## config.mk

```make
export PLATFORM = sky130hd
export DESIGN_NAME = fifo_req_ack_slave
export DESIGN_NICKNAME = d
export VERILOG_FILES = /design/src/rtl/fifo_req_ack_slave.sv
export SDC_FILE = /design/constraint.sdc
export NUM_CORES = 1
export LEC_CHECK = 0
export BUFFER_PORTS_ARGS = -buffer_cell sky130_fd_sc_hd__buf_2
export CORE_MARGIN = 4
export CORE_UTILIZATION = 40
export CTS_CLUSTER_SIZE = 20
export DETAILED_ROUTE_END_ITERATION = 10
export GPL_TIMING_DRIVEN = 1
export SLEW_MARGIN = 20
export SYNTH_ARGS = -nofsm -noshare
export SYNTH_HDL_FRONTEND = slang
export SYNTH_SLANG_ARGS = --single-unit
```

## constraint.sdc

```tcl
create_clock -name clk -period 23.2 [get_ports clk]
set_input_delay 4.64 -clock clk [delete_from_list [all_inputs] [get_ports clk]]
set_output_delay 4.64 -clock clk [all_outputs]
set_load 0.02 [all_outputs]
```

## src/rtl/fifo_req_ack_slave.sv

```systemverilog
// Single-clock FIFO acting as req/ack slave on both push and pop ports; each port runs 4-phase handshake or stream mode.
// Optional build macro FIFO_STATUS_EN adds the level and almost_full status ports.
module fifo_req_ack_slave #(
  parameter int WIDTH     = 64,
  parameter int DEPTH     = 16,
  parameter int AF_MARGIN = 2
) (
  input  logic                     clk,
  input  logic                     rst,
  input  logic                     push_stream_mode,
  input  logic                     push_req,
  input  logic [WIDTH-1:0]         push_data_in,
  output logic                     push_ack,
  output logic                     push_ack_pulse,
  output logic                     fifo_full,
  input  logic                     pop_stream_mode,
  input  logic                     pop_req,
  output logic [WIDTH-1:0]         pop_data_out,
  output logic                     pop_ack,
  output logic                     pop_ack_pulse,
  output logic                     fifo_empty
`ifdef FIFO_STATUS_EN
  ,
  output logic [$clog2(DEPTH):0]   level,
  output logic                     almost_full
`endif
);

  localparam int PW = $clog2(DEPTH);
  localparam int CW = PW + 1;
  localparam logic [CW-1:0] DEPTH_C = CW'(DEPTH);

  typedef enum logic {S_IDLE = 1'b0, S_ACK = 1'b1} hs_state_e;

  if (DEPTH < 2 || (DEPTH & (DEPTH - 1)) != 0 || AF_MARGIN < 0 || AF_MARGIN >= DEPTH) begin : g_bad_params
    $error("fifo_req_ack_slave: DEPTH must be a power of two >= 2 and AF_MARGIN in [0, DEPTH)");
  end

  logic [WIDTH-1:0] mem_q [DEPTH];
  logic [PW-1:0]    wr_ptr_q, wr_ptr_d, rd_ptr_q, rd_ptr_d;
  logic [CW-1:0]    count_q, count_d;
  logic             fifo_full_q, fifo_full_d, fifo_empty_q, fifo_empty_d;

  hs_state_e        push_state_q, push_state_d, pop_state_q, pop_state_d;
  logic             push_mode_q, push_mode_d, pop_mode_q, pop_mode_d;
  logic             push_ack_q, push_ack_d, push_pulse_q, push_pulse_d;
  logic             pop_ack_q, pop_ack_d, pop_pulse_q, pop_pulse_d;
  logic [WIDTH-1:0] pop_data_q, pop_data_d;

  logic push_hs_we_s, push_st_ack_s, push_we_s;
  logic pop_hs_re_s, pop_st_ack_s, pop_re_s;

  // Stream acks use the registered flags, so a pop never frees space for a same-cycle push and vice versa.
  assign push_hs_we_s  = (push_state_q == S_IDLE) & ~push_mode_q & push_req & ~fifo_full_q;
  assign push_st_ack_s = push_mode_q & push_req & ~fifo_full_q;
  assign push_we_s     = push_hs_we_s | push_st_ack_s;
  assign pop_hs_re_s   = (pop_state_q == S_IDLE) & ~pop_mode_q & pop_req & ~fifo_empty_q;
  assign pop_st_ack_s  = pop_mode_q & pop_req & ~fifo_empty_q;
  assign pop_re_s      = pop_hs_re_s | pop_st_ack_s;

  assign push_ack       = push_mode_q ? push_st_ack_s : push_ack_q;
  assign push_ack_pulse = push_mode_q ? push_st_ack_s : push_pulse_q;
  assign pop_ack        = pop_mode_q  ? pop_st_ack_s  : pop_ack_q;
  assign pop_ack_pulse  = pop_mode_q  ? pop_st_ack_s  : pop_pulse_q;
  assign pop_data_out   = pop_mode_q  ? mem_q[rd_ptr_q] : pop_data_q;
  assign fifo_full      = fifo_full_q;
  assign fifo_empty     = fifo_empty_q;

  // Push FSM next state
  always_comb begin
    push_state_d = push_state_q;
    case (push_state_q)
      S_IDLE:  if (push_hs_we_s) push_state_d = S_ACK;  else push_state_d = S_IDLE;
      S_ACK:   if (!push_req)    push_state_d = S_IDLE; else push_state_d = S_ACK;
      default: push_state_d = S_IDLE;
    endcase
  end

  // Pop FSM next state
  always_comb begin
    pop_state_d = pop_state_q;
    case (pop_state_q)
      S_IDLE:  if (pop_hs_re_s) pop_state_d = S_ACK;  else pop_state_d = S_IDLE;
      S_ACK:   if (!pop_req)    pop_state_d = S_IDLE; else pop_state_d = S_ACK;
      default: pop_state_d = S_IDLE;
    endcase
  end

  // Registered handshake outputs and mode latches
  always_comb begin
    push_ack_d   = (push_state_d == S_ACK);
    push_pulse_d = push_hs_we_s;
    pop_ack_d    = (pop_state_d == S_ACK);
    pop_pulse_d  = pop_hs_re_s;
    if (pop_re_s) pop_data_d = mem_q[rd_ptr_q];
    else          pop_data_d = pop_data_q;
    if (push_state_q == S_IDLE && !push_req) push_mode_d = push_stream_mode;
    else                                     push_mode_d = push_mode_q;
    if (pop_state_q == S_IDLE && !pop_req) pop_mode_d = pop_stream_mode;
    else                                   pop_mode_d = pop_mode_q;
  end

  // Pointers, occupancy and flags derived from next count
  always_comb begin
    if (push_we_s) wr_ptr_d = wr_ptr_q + PW'(1); else wr_ptr_d = wr_ptr_q;
    if (pop_re_s)  rd_ptr_d = rd_ptr_q + PW'(1); else rd_ptr_d = rd_ptr_q;
    case ({push_we_s, pop_re_s})
      2'b10:   count_d = count_q + CW'(1);
      2'b01:   count_d = count_q - CW'(1);
      default: count_d = count_q;
    endcase
    fifo_full_d  = (count_d == DEPTH_C);
    fifo_empty_d = (count_d == {CW{1'b0}});
  end

  // State register for both FSMs, pointers and flags
  always_ff @(posedge clk or posedge rst) begin
    if (rst) begin
      push_state_q <= S_IDLE;
      pop_state_q  <= S_IDLE;
      push_mode_q  <= 1'b0;
      pop_mode_q   <= 1'b0;
      push_ack_q   <= 1'b0;
      push_pulse_q <= 1'b0;
      pop_ack_q    <= 1'b0;
      pop_pulse_q  <= 1'b0;
      pop_data_q   <= {WIDTH{1'b0}};
      wr_ptr_q     <= {PW{1'b0}};
      rd_ptr_q     <= {PW{1'b0}};
      count_q      <= {CW{1'b0}};
      fifo_full_q  <= 1'b0;
      fifo_empty_q <= 1'b1;
    end else begin
      push_state_q <= push_state_d;
      pop_state_q  <= pop_state_d;
      push_mode_q  <= push_mode_d;
      pop_mode_q   <= pop_mode_d;
      push_ack_q   <= push_ack_d;
      push_pulse_q <= push_pulse_d;
      pop_ack_q    <= pop_ack_d;
      pop_pulse_q  <= pop_pulse_d;
      pop_data_q   <= pop_data_d;
      wr_ptr_q     <= wr_ptr_d;
      rd_ptr_q     <= rd_ptr_d;
      count_q      <= count_d;
      fifo_full_q  <= fifo_full_d;
      fifo_empty_q <= fifo_empty_d;
    end
  end

  // Storage array; contents are don't-care after reset
  always_ff @(posedge clk) begin
    if (push_we_s) mem_q[wr_ptr_q] <= push_data_in;
  end

`ifdef FIFO_STATUS_EN
  localparam logic [CW-1:0] AF_LEVEL_C = CW'(DEPTH - AF_MARGIN);
  logic almost_full_q;

  // Almost-full flag tracks the same next count as fifo_full
  always_ff @(posedge clk or posedge rst) begin
    if (rst) almost_full_q <= 1'b0;
    else     almost_full_q <= (count_d >= AF_LEVEL_C);
  end

  assign level       = count_q;
  assign almost_full = almost_full_q;
`endif

endmodule
```

==> results of run 1 <==
[worst min-delay path by stage]
stage                           start      endpoint  cells after the start
after floorplan            push_ack_q  push_pulse_q                      1
after global placement     push_ack_q  push_pulse_q                      1
after detailed placement  push_mode_q  push_pulse_q                      1
after CTS                 push_mode_q  push_pulse_q                      1
after global routing       push_ack_q  push_pulse_q                      1
final                     push_mode_q  push_pulse_q                      1
[state kept, by name, summed over array words and instances, names as in the netlist]
register,count
pop_pulse_q,1
pop_data_q,64
rd_ptr_q,4
pop_ack_q,1
push_pulse_q,1
count_q,5
fifo_full,1
fifo_empty,1
push_ack_q,1
push_mode_q,1
mem_q,1024
wr_ptr_q,4
pop_mode_q,1
[logic make-up after synthesis]
group | count (synthesis)
muxes | 388
adders and majority gates | 10
buffers and inverters | 161
DFF | 1109
AOI/OAI and AO/OA | 337
and+or+nand+nor | 312
xor gates and xnor gates | 8
[cell type report]
cell class	instances	area share (%)
Antenna cell	7	0.0356
Clock buffer	147	6.22
Clock inverter	65	1.28
Inverter	15	0.120
Multi-Input combinational cell	1055	19.7
Sequential cell	1109	66.9
Tap cell	1403	3.57
Timing Repair Buffer	181	2.15
[cell usage in the layout (no fill, tap or decap), drive strengths merged, types with 4 or more instances in the layout]
master    instances
xnor2             7
mux4            128
or2               9
a221o            99
clkinv           44
dfrtp            84
nand2b           24
o21ai             6
a22oi             7
nand3             4
clkinvlp          4
o22a             41
bufinv           11
ha                9
a221oi           29
diode             7
a2bb2oi          17
and2             10
nor2            238
nor3b             4
mux2i           257
buf             181
nor4              4
nand2             9
inv              21
a21oi           131
edfxtp         1024
clkbuf          147
[power by group]
part	internal [W]	switching, W
combinational	0.000771	0.00120
clock	0.00105	0.000748
sequential	0.00244	0.000121
total	0.00426	0.00207
[Yosys cell counts (4+ instances only)]
cell type and count:
a21oi_1 131, a221o_1 99, a221oi_1 28, a22oi_1 7
a2bb2oi_1 17, and2_1 10, buf_2 21, buf_4 15
buf_6 26, clkbuf_1 81, dfrtp_1 84, edfxtp_1 1024
ha_1 9, inv_1 14, mux2i_1 257, mux4_2 128
nand2_1 9, nand2b_1 24, nand3_1 4, nor2_1 238
nor3b_1 4, nor4_1 4, o21ai_0 6, o22a_1 41
or2_1 6, xnor2_1 7
[metal layers]
metal / vias to the layer above / GRT usage, % / wire length (microns)
met3: 160 / 4.41 / 8290
met2: 737 / 28.6 / 48300
met1: 11580 / 25.8 / 45500
met5: - / 0 / 44
met4: 6 / 4.31 / 2130
li1: 9665 / - / -
[stage by stage]
stage               instances  worst slack (ps)  total power, W
floorplan                2325             11210         0.00399
global placement         3762             13140         0.00455
detailed placement       3762             13090         0.00459
CTS                      3974             13090         0.00639
global route             3976             13050         0.00662
finish                   3982             13090         0.00633
==> flow_metrics.tcl, run 1 <==
set metrics [dict create \
    synth-seq-cells 1109 \
    path_depth 5 \
    hold_path.class "flop to flop" \
    drtAntennaViolNets 0 \
    cp_num_buf_inv 2 \
    setup_viol 0 \
    worstPathArrival_ps 5470 \
    hold_violations 0 \
    gp_congestion 0.745 \
    core_sq_um 107000 \
    post-cts-setup-buffer-count 0 \
    seqCellArea_sq_um 32900 \
    synthCells 2325 \
    async_reset_ff_share_pct 7.66 \
    numCtsBuffers 112 \
    vias 22148 \
    io_buffers 139 \
    yosysTopAreaCellShare_pct 70.9 \
    crit_start "pop_req" \
    peakVddDrop_mv 0.123 \
    synth_area_leaders "edfxtp_1 71%, mux4_2 6.6%, mux2i_1 5.9%, dfrtp_1 4.8%, a221o_1 2.3%" \
    seq_area_frac_synth_pct 75.8 \
    fin_crit_sh_pct 43.6 \
    grt_start_max_net_pins 139 \
    final.setup.tns_ps 0 \
    start_util_pct 40.4 \
    grt_pass1_wl_mm 151 \
    cpMaxStageDelayCell "or2_2" \
    rsz0062_at_grt "no" \
    grt-ovfl-total 0 \
    r2r_end "pop_data_q[37]" \
    path_clk_slew_ps 60 \
    clock_path_buffers 3 \
    reg2reg_depth 6 \
    fin_area_sq_um 49200 \
    path_cells "buf_2 -> nand2b_1 -> or2_2 -> o21ai_0 -> buf_2" \
    syn_to_final_growth_pct 13.3 \
    clock-root-buffer "clkbuf_16" \
    grt_pass1_vias 22319 \
    fillers 8979 \
    drc 0 \
    hpwl_mm 53.3 \
    p_leak_nw 16.7 \
    status "finished clean" \
    syn_area_per_cell_sq_um 18.7 \
    maxSlewViolCount 0 \
    die_x_microns 337 \
    r2r_slack_ps 19310 \
    path_max_fanout 3 \
    layout.nets 2554 \
    synth_edf_count 1024 \
    critPathTopFamily "simple AND/OR/NAND/NOR gates" \
    tritoncts "done" \
    cp-endpoint "pop_ack" \
    cts_hold_buffers 0 \
    worst_hold_slack_ps 520 \
    worstMarginPinSlew_ps 1270 \
    placed_area_sq_um 45400 \
    htreeDepth 3 \
    routed_via_density 5.56 \
    io_pins 140 \
    start_kind "input port" \
    grt_util_all_layers_pct 18.2 \
    antenna_found_initial 18 \
    synth-xor-area-share_pct 0.162 \
    max_stage_delay_ps 310 \
    synth_compound_area_share_pct 5.88 \
    post_cts_resized 0 \
    final_util_pct 45.8 \
    routedWlPerCell_microns 26.2 \
    max_freq_mhz 98.9 \
    cp-end-kind "output pin" \
    dieArea_sq_um 114000 \
    routed_wl_mm 104 \
    period_needed_ps 10110 \
    chipHeight_microns 337 \
    synth_fp_nets 2405 \
    cts_sinks 1109 \
    row_count 120 \
    slew_headroom_pct 15.3 \
    synth_top_flop_cell "edfxtp_1" \
    crit_required_ps 18560 \
    ys_warn_count 0 \
    first_pass_iters 5 \
    maxCapViolations 0 \
    path_class "input port to output pin" \
    clk_latency_ps 690 \
    first_iter_violations 2051 \
    synth_top_family_by_area "multiplexers" \
    reg2reg_from "rd_ptr_q[0]" \
    yosys.area.top_type "edfxtp_1" \
    p_per_area_nw_per_um2 129 \
    clock_skew_ps 31.0 \
    synthAdderAreaFrac_pct 0.306 \
    synth_cell_types 45 \
    cp_common_cell "buf_2" \
    syn_area_sq_um 43400 \
    synthMuxAreaShare_pct 12.7 \
    synthSimpleGateAreaFrac_pct 3.08 \
    multiInputGateArea_sq_um 9690 \
    drive_above_1_share_pct 20.1 \
]
Note: power is estimated with default switching activity, not from simulation.
==> run 2, diff against run 1 <==
--- a/config.mk
+++ b/config.mk
@@ -5,6 +5,7 @@
 export SDC_FILE = /design/constraint.sdc
 export NUM_CORES = 1
 export LEC_CHECK = 0
+export ABC_AREA = 1
 export BUFFER_PORTS_ARGS = -buffer_cell sky130_fd_sc_hd__buf_2
 export CORE_MARGIN = 4
 export CORE_UTILIZATION = 40
==> constraint.sdc (replaced) <==
create_clock -name clk -period 8.95 [get_ports clk]
set_input_delay 1.79 -clock clk [delete_from_list [all_inputs] [get_ports clk]]
set_output_delay 1.79 -clock clk [all_outputs]
set_load 0.02 [all_outputs]
==> run 2 against run 1 <==
Combinational power rose to 3.2 times the previous value. Critical path depth rose by 4. Synthesized cell count increased by 100%. Clock skew up 3.7 ps. Count of clock-buffer cells in the layout grew 17. Setup slack worse by 11000 ps. Power grew to 2.8 times the previous value. Cell count grew 64%. Hold slack got worse by 44 ps. Via count rose by 44%. Wire length up 22%.
==> flow_metrics.tcl, run 2 <==
set metrics [dict create \
    chipHeight_microns 355 \
    syn_area_per_cell_sq_um 10.2 \
    path_max_fanout 73 \
    io_buffers 139 \
    start_util_pct 40.2 \
    period_needed_ps 6360 \
    crit_start "rd_ptr_q[1]" \
    gp_congestion 0.752 \
    slew_headroom_pct 19.0 \
    synthCells 4737 \
    grt_start_max_net_pins 280 \
    layout.nets 4878 \
    hold_path.class "flop to flop" \
    drtAntennaViolNets 0 \
    first_pass_iters 8 \
    numCtsBuffers 114 \
    post_cts_resized 0 \
    reg2reg_from "pop_mode_q" \
    synth_fp_nets 4817 \
    final_util_pct 44.8 \
    cp-end-kind "output pin" \
    grt_pass1_wl_mm 191 \
    ys_warn_count 0 \
    hp-start "pop_data_q[14]" \
    post-cts-setup-buffer-count 0 \
    grt_util_all_layers_pct 19.9 \
    rsz0062_at_grt "no" \
    htreeDepth 3 \
    cts_sinks 1109 \
    routedWlPerCell_microns 19.5 \
    synth_area_leaders "edfxtp_1 64%, nand2_1 14%, nand3_1 8.0%, inv_1 6.1%, dfrtp_1 4.4%" \
    worstPathArrival_ps 4570 \
    clock_path_buffers 3 \
    maxCapViolations 0 \
    final.setup.tns_ps 0 \
    post-synth-top-count-cell "nand2_1" \
    max_freq_mhz 157 \
    hpwl_mm 62.2 \
    dieArea_sq_um 126000 \
    final_common_cell "nand2_1" \
    syn_to_final_growth_pct 11.4 \
    fillers 11108 \
    multiInputGateArea_sq_um 11000 \
    routed_wl_mm 127 \
    top_register "mem_q" \
    maxSlewViolCount 0 \
    drive_above_1_share_pct 7.66 \
    vias 31935 \
    clk_latency_ps 690 \
    p_per_area_nw_per_um2 327 \
    synth_edf_count 1024 \
    grt_pass1_vias 30478 \
    worstMarginPinSlew_ps 1210 \
    synth_top_flop_cell "edfxtp_1" \
    path_clk_slew_ps 60 \
    fin_crit_sh_pct 71.1 \
    syn_area_sq_um 48200 \
    async_reset_ff_share_pct 7.66 \
    synthTopCellsByCount "1758 x nand2_1, 1024 x edfxtp_1, 788 x inv_1, 775 x nand3_1, 100 x buf_2" \
    seq_area_frac_synth_pct 68.2 \
    yosysTopAreaCellShare_pct 63.8 \
    synth_cell_types 26 \
    grt-ovfl-total 0 \
    most-common-layout-cells "1758 x nand2_1, 1024 x edfxtp_1, 785 x inv_1, 775 x nand3_1, 139 x buf_2" \
    antenna_found_initial 29 \
    crit_required_ps 7160 \
    p_leak_nw 23.3 \
    first_iter_violations 2997 \
    start_kind "flop" \
    synth-seq-cells 1109 \
    core_sq_um 120000 \
    setup_viol 0 \
    yosys.area.top_type "edfxtp_1" \
    routed_via_density 4.89 \
    clock-root-buffer "clkbuf_16" \
    reg_top3 "mem_q (1024), pop_data_q (64), count_q (5)" \
    io_pins 140 \
    status "finished clean" \
    seqCellArea_sq_um 32900 \
    worst_hold_slack_ps 476 \
    tritoncts "done" \
    largest_reg_flops 1024 \
    die_x_microns 355 \
    path_class "flop to output pin" \
    cts_hold_buffers 0 \
    drc 0 \
    peakVddDrop_mv 0.368 \
    hold_violations 0 \
    row_count 127 \
    clock_skew_ps 34.8 \
]
[run 2: changes by cell type after synthesis, moves of 41 or more]
cell	change
clkbuf_1	-45
mux4_2	-128
a21oi_1	-128
o22a_1	-41
buf_2	+79
nor2_1	-214
nand3_1	+771
a221o_1	-99
nand2_1	+1749
mux2i_1	-257
inv_1	+774
[run 2: path summary, 6_finish.rpt]
path | to | slack [ps] | cells after the start
hold / removal | pop_data_q[14] | 480 | 2
setup / recovery | pop_data_out[3] | 2590 | 9
hold reg to reg | pop_data_q[14] | 480 | 2
min in group asynchronous | pop_data_q[43] | 1100 | 2
setup reg to reg | fifo_empty | 5190 | 10
max in group asynchronous | rd_ptr_q[0] | 6440 | 3
[run 2: report_power, final]
part	switching, W	internal (W)	total, W
registers	0.000374	0.00633	0.00670
logic	0.00461	0.00168	0.00628
clock network	0.00196	0.00259	0.00455
[run 2: layer usage]
metal	track usage (%)	vias up	wire, microns
li1	-	15312	-
met1	26.8	15417	54700
met2	33.3	985	60800
met3	3.28	205	8710
met4	5.88	16	2900
met5	0	-	103
[run 2: area by class of cell]
class | count | area share [%]
clock inverter | 51 | 0.795
inverter | 792 | 5.61
clock buffer | 164 | 5.87
tap | 1612 | 3.76
sequential | 1109 | 61.3
antenna | 16 | 0.0746
multi-input combinational | 2596 | 20.5
timing repair buffer | 185 | 2.05
[run 2: worst max-delay path, cell delays in order, from the launching register on]
cell and delay, ps:
dfrtp_4 860, buf_4 910, buf_4 850, nand3_1 150, nand3_1 110, nand3_1 100, nand2_1 120, nand2_1 50
nand2_1 260, buf_2 240
[run 2: stage by stage]
stage | instance area, sq um | setup WS (ps) | total power, W | cells
finish | 53700 | 2590 | 0.0175 | 6525
global route | 53600 | 2380 | 0.0186 | 6514
CTS | 53600 | 2670 | 0.0177 | 6508
detailed placement | 50000 | 3430 | 0.0131 | 6293
global placement | 50000 | 3420 | 0.0131 | 6293
floorplan | 48200 | 1940 | 0.0112 | 4737
[run 2: logic make-up (layout without fill, tap and decap cells)]
logic type      Yosys count  after routing  share of synthesized area, %
other cells               0             16                             0
simple gates           2562           2562                          22.0
compound gates           15             15                         0.179
fa+ha+maj                10             10                         0.275
xor+xnor                  9              9                         0.164
buf+inv                1032           1192                          9.16
flops                  1109           1109                          68.2
